`config.mk`:
```
export PLATFORM = sky130hd
export DESIGN_NAME = mem_arbiter
export DESIGN_NICKNAME = d
export VERILOG_FILES = /design/src/rtl/mem_arbiter.sv
export SDC_FILE = /design/constraint.sdc
export NUM_CORES = 1
export LEC_CHECK = 0
export CAP_MARGIN = 25
export CORE_MARGIN = 2
export CORE_UTILIZATION = 29
export CTS_CLUSTER_DIAMETER = 120
export CTS_CLUSTER_SIZE = 28
export DETAILED_ROUTE_END_ITERATION = 7
export GPL_TIMING_DRIVEN = 0
export PLACE_DENSITY = 0.73
export SLEW_MARGIN = 5
export SYNTH_ARGS = -nofsm -noshare
export SYNTH_HDL_FRONTEND = slang
export SYNTH_SLANG_ARGS = --single-unit
```
`constraint.sdc`:
```
create_clock -name clk -period 1.4 [get_ports clk]
set_input_delay 0.14 -clock clk [delete_from_list [all_inputs] [get_ports clk]]
set_output_delay 0.14 -clock clk [all_outputs]
set_load 0.03 [all_outputs]
```
`src/rtl/mem_arbiter.sv`:
```
// Two-requester arbiter sharing one memory port between fetch (IF) and load/store (D).
// One transaction in flight; D has priority unless IF has waited STARVE_LIMIT cycles.
module mem_arbiter #(
  parameter int ADDR_W       = 32,
  parameter int DATA_W       = 32,
  parameter int STARVE_LIMIT = 4
) (
  input  logic                clk,
  input  logic                reset,
  input  logic                if_req,
  input  logic [ADDR_W-1:0]   if_addr,
  output logic                if_gnt,
  output logic                if_rvalid,
  output logic [DATA_W-1:0]   if_rdata,
  input  logic                d_req,
  input  logic                d_we,
  input  logic [DATA_W/8-1:0] d_be,
  input  logic [ADDR_W-1:0]   d_addr,
  input  logic [DATA_W-1:0]   d_wdata,
  output logic                d_gnt,
  output logic                d_rvalid,
  output logic [DATA_W-1:0]   d_rdata,
  output logic                m_req,
  output logic                m_we,
  output logic [DATA_W/8-1:0] m_be,
  output logic [ADDR_W-1:0]   m_addr,
  output logic [DATA_W-1:0]   m_wdata,
  input  logic                m_gnt,
  input  logic                m_rvalid,
  input  logic [DATA_W-1:0]   m_rdata,
  output logic                owner,
  output logic                busy
);

  localparam int BE_W  = DATA_W / 8;
  localparam int CNT_W = $clog2(STARVE_LIMIT + 1);
  localparam logic [CNT_W-1:0] CNT_MAX = CNT_W'(STARVE_LIMIT);

  typedef enum logic [1:0] {
    IDLE = 2'd0,
    REQ  = 2'd1,
    RSP  = 2'd2
  } state_e;

  state_e              state_q, state_d;
  logic                m_req_q, m_req_d;
  logic                m_we_q, m_we_d;
  logic [BE_W-1:0]     m_be_q, m_be_d;
  logic [ADDR_W-1:0]   m_addr_q, m_addr_d;
  logic [DATA_W-1:0]   m_wdata_q, m_wdata_d;
  logic                owner_q, owner_d;
  logic [CNT_W-1:0]    starve_cnt_q, starve_cnt_d;

  logic                idle;
  logic                grant_if;
  logic                grant_d;

  // Winner selection; grants only exist in IDLE
  always_comb begin
    idle     = (state_q == IDLE);
    grant_if = 1'b0;
    grant_d  = 1'b0;
    if (idle) begin
      grant_if = if_req && (!d_req || (starve_cnt_q >= CNT_MAX));
      grant_d  = d_req && !grant_if;
    end else begin
      grant_if = 1'b0;
      grant_d  = 1'b0;
    end
  end

  // Next-state, latched request fields and starvation counter
  always_comb begin
    state_d      = state_q;
    m_req_d      = m_req_q;
    m_we_d       = m_we_q;
    m_be_d       = m_be_q;
    m_addr_d     = m_addr_q;
    m_wdata_d    = m_wdata_q;
    owner_d      = owner_q;
    starve_cnt_d = starve_cnt_q;

    case (state_q)
      IDLE: begin
        if (grant_d) begin
          state_d   = REQ;
          m_req_d   = 1'b1;
          owner_d   = 1'b1;
          m_we_d    = d_we;
          m_be_d    = d_be;
          m_addr_d  = d_addr;
          m_wdata_d = d_wdata;
        end else if (grant_if) begin
          state_d   = REQ;
          m_req_d   = 1'b1;
          owner_d   = 1'b0;
          m_we_d    = 1'b0;
          m_be_d    = {BE_W{1'b1}};
          m_addr_d  = if_addr;
          m_wdata_d = {DATA_W{1'b0}};
        end else begin
          state_d = IDLE;
        end
      end
      REQ: begin
        if (m_gnt) begin
          state_d = RSP;
          m_req_d = 1'b0;
        end else begin
          state_d = REQ;
        end
      end
      RSP: begin
        if (m_rvalid) begin
          state_d = IDLE;
        end else begin
          state_d = RSP;
        end
      end
      default: begin
        state_d = IDLE;
        m_req_d = 1'b0;
      end
    endcase

    // Saturates rather than wraps so a long wait can never look short again
    if (grant_if) begin
      starve_cnt_d = {CNT_W{1'b0}};
    end else if (if_req && (starve_cnt_q != CNT_MAX)) begin
      starve_cnt_d = starve_cnt_q + CNT_W'(1);
    end else begin
      starve_cnt_d = starve_cnt_q;
    end
  end

  // State and request-field registers
  always_ff @(posedge clk) begin
    if (reset) begin
      state_q      <= IDLE;
      m_req_q      <= 1'b0;
      m_we_q       <= 1'b0;
      m_be_q       <= {BE_W{1'b0}};
      m_addr_q     <= {ADDR_W{1'b0}};
      m_wdata_q    <= {DATA_W{1'b0}};
      owner_q      <= 1'b0;
      starve_cnt_q <= {CNT_W{1'b0}};
    end else begin
      state_q      <= state_d;
      m_req_q      <= m_req_d;
      m_we_q       <= m_we_d;
      m_be_q       <= m_be_d;
      m_addr_q     <= m_addr_d;
      m_wdata_q    <= m_wdata_d;
      owner_q      <= owner_d;
      starve_cnt_q <= starve_cnt_d;
    end
  end

  // Handshake pulses are suppressed during reset so a dropped response never leaks out
  always_comb begin
    if_gnt    = !reset && grant_if;
    d_gnt     = !reset && grant_d;
    if_rvalid = 1'b0;
    d_rvalid  = 1'b0;
    if (!reset && (state_q == RSP) && m_rvalid) begin
      if_rvalid = !owner_q;
      d_rvalid  = owner_q;
    end else begin
      if_rvalid = 1'b0;
      d_rvalid  = 1'b0;
    end
  end

  assign if_rdata = m_rdata;
  assign d_rdata  = m_rdata;
  assign m_req    = m_req_q;
  assign m_we     = m_we_q;
  assign m_be     = m_be_q;
  assign m_addr   = m_addr_q;
  assign m_wdata  = m_wdata_q;
  assign owner    = owner_q;
  assign busy     = (state_q != IDLE);

endmodule

```
==> results.json <==
{
  "ios": 279,
  "num_vias": 4031,
  "cts_max_level": 3,
  "track_usage_pct": 19.0,
  "avgRoutedWirePerCell_um": 16.6,
  "insertion_delay_ps": 330,
  "clockRootBuffer": "clkbuf_16",
  "routed_wl_um": 14100,
  "cpLargestDelayFamily": "buffers and inverters",
  "synth_nets": 519,
  "tightest_slew_ps": 922,
  "syn_area_um2": 3690,
  "peakVddDrop_mv": 0.505,
  "synth.distinct_cells": 39,
  "status": "complete, but fails checks",
  "synth_edf_count": 0,
  "drv_cap": 0,
  "utilization_pct": 60.9,
  "postLayoutSetupSlackWorst_ps": -213,
  "antenna_cells": 0,
  "skew_ps": 5.39,
  "intPower_mw": 5.16,
  "violations": "negative setup slack",
  "dieWidth_um": 117,
  "power_density_nw_per_um2": 1010,
  "coreArea_um2": 12500,
  "clockBufferDepth": 2,
  "yosys-top-cells-count": "76 x dfxtp_1, 69 x buf_4, 35 x a21oi_1",
  "initial_core_util_pct": 29.5,
  "drv_slew": 0,
  "whs_ps": 157,
  "synth_top_flop_cell": "dfxtp_1",
  "grt-ovfl-total": 0,
  "port_buffers": 244,
  "drc": 0,
  "yosys.area.top_type_share_pct": 41.2,
  "fin_tns_setup_ps": -9030,
  "worst-path-buf-inv": 3,
  "grt_pass1_vias": 4020,
  "period_share_pct": 115,
  "hold_viol_final": 0,
  "path_cells": "buf_12, nor2_8, o211a_1, buf_6, and2_4, buf_6",
  "drive_gt1_share_pct": 32.7,
  "max_slew_margin_pct": 38.5,
  "drt-pass1-iter-count": 4,
  "power_mw": 7.67,
  "num_rows": 41,
  "p_comb_share_pct": 40.0,
  "switching_share_pct": 32.8,
  "grt_max_degree": 12,
  "die_h_um": 117,
  "slowest_delay_ps": 350,
  "multi_input_area_um2": 1750,
  "antenna_found_initial": 0,
  "layout.nets": 811,
  "cp.arrival_ps": 1470,
  "viasPerCell": 4.76,
  "path_common_cell": "buf_6",
  "grt_pass1_wl_um": 20000,
  "critPathMaxFanout": 2,
  "clk_pin_slew_ps": 60,
  "fmax_ghz": 0.620,
  "dieArea_um2": 13600,
  "dp_hpwl_um": 9650,
  "fillers": 1054,
  "synth_area_leaders": "dfxtp_1 41%, buf_4 14%, a22o_1 7.8%",
  "synth_most_common_cell": "dfxtp_1",
  "synthCells": 378,
  "ys_seq_elements": 76,
  "yosysTopAreaCell": "dfxtp_1",
  "synthArstFlopShare_pct": 0,
  "rsz0062_at_grt": "true",
  "cts_tree": "done",
  "drtIter0Drc": 221,
  "ant_nets": 0,
  "p_sw_mw": 2.52,
  "period_needed_ps": 1610,
  "crit_required_ps": 1260,
  "slowest_stage": "dfxtp_4",
  "path_class": "flop to output pin",
  "p_clk_share_pct": 27.4,
  "endpoint_kind": "output pin",
  "worstHoldPathType": "primary input to flop",
  "ys.warnings.count": 0,
  "start_kind": "flop",
  "finalSetupViolCount": 75,
  "synth_area_per_cell_um2": 9.76,
  "clock_sinks": 76,
  "cts_buffers": 9,
  "p_leak_nw": 3.34,
  "power_frac_seq_pct": 32.6,
  "area_growth_pct": 107,
  "ys_seq_area_share_pct": 41.2,
  "place_congestion": 0.783,
  "seqCellArea_um2": 1530
}
==> registers in the layout, summed over array words and instances (netlist names) <==
register      cells
owner             1
m_be              4
starve_cnt_q      3
m_we              1
m_req             1
m_addr           32
m_wdata          32
state_q           2
==> final cells by class <==
| cell class | instances | area share (%) |
|---|---|---|
| Clock buffer | 14 | 3.33 |
| Timing Repair Buffer | 285 | 38.9 |
| Sequential cell | 76 | 20.1 |
| Tap cell | 172 | 2.83 |
| Buffer | 92 | 10.2 |
| Inverter | 30 | 1.51 |
| Clock inverter | 2 | 0.131 |
| Multi-Input combinational cell | 176 | 23.0 |
==> power by group through the flow <==
stage	combinational (mW)	sequential (mW)	clock (mW)
2_1_floorplan	1.01	2.92	0
3_3_place_gp	2.44	2.53	0
3_5_place_dp	2.47	2.54	0
4_1_cts	2.90	2.49	2.15
5_1_grt	3.22	2.53	2.23
6_report	3.07	2.51	2.10
==> layer usage <==
| metal | global-route usage, % | share of wire, % | wire (µm) |
|---|---|---|---|
| met1 | 22.1 | 40 | 5600 |
| met2 | 33.7 | 52 | 7240 |
| met3 | 4.07 | 7.3 | 1020 |
| met4 | 7.92 | 1.4 | 195 |
| met5 | 0 | 0 | 0 |
==> tightest hold or removal path, delay by kind of cell <==
family / cells / cell delay, ps
simple gates: 1 / 80
compound gates: 1 / 90
buf+inv: 1 / 120
==> path summary, 6_finish.rpt <==
check | to | slack, ps | depth (start not counted) | from
setup / recovery | if_gnt | -210 | 6 | state_q[1]
setup reg to reg | m_wdata[22] | -180 | 8 | state_q[0]
hold / removal | m_addr[0] | 160 | 3 | d_req
hold reg to reg | m_req | 460 | 2 | m_req
==> kinds of logic (layout without fill, tap and decap cells) <==
| group | Yosys count | in the layout | share of synthesized area (%) |
|---|---|---|---|
| xor gates and xnor gates | 1 | 1 | 0.237 |
| DFF | 76 | 76 | 41.2 |
| buffers and inverters | 126 | 423 | 22.3 |
| adders and majority gates | 2 | 2 | 0.678 |
| AOI/OAI and AO/OA | 119 | 119 | 27.1 |
| muxes | 1 | 1 | 0.271 |
| and+or+nand+nor | 53 | 53 | 8.21 |
==> cells in the final DEF, fill, tap and decap left out, types with 14 or more instances in the layout <==
cell type,count
a21oi_1,26
a2111oi_2,14
a22o_1,33
buf_6,20
buf_4,83
clkdlybuf4s50_1,167
inv_1,29
dfxtp_1,73
dlygate4sd2_1,72
==> through the flow <==
step                      std cells  setup slack, ps  cell area (µm²)
after floorplan                 378            -31.6             3690
after global placement          794            -1110             6350
after detailed placement        794            -1120             6350
after CTS                       841             -291             7340
after global routing            847             -264             7620
final                           847             -213             7620
==> repair_timing <==
action	CTS	global route
buffers inserted	26	13
gates cloned	8	2
pin swaps	25	30
endpoints found under the setup margin	145	80
resized for setup	199	52
hold buffers	0	0
Note: power is estimated with default switching activity, not from simulation.
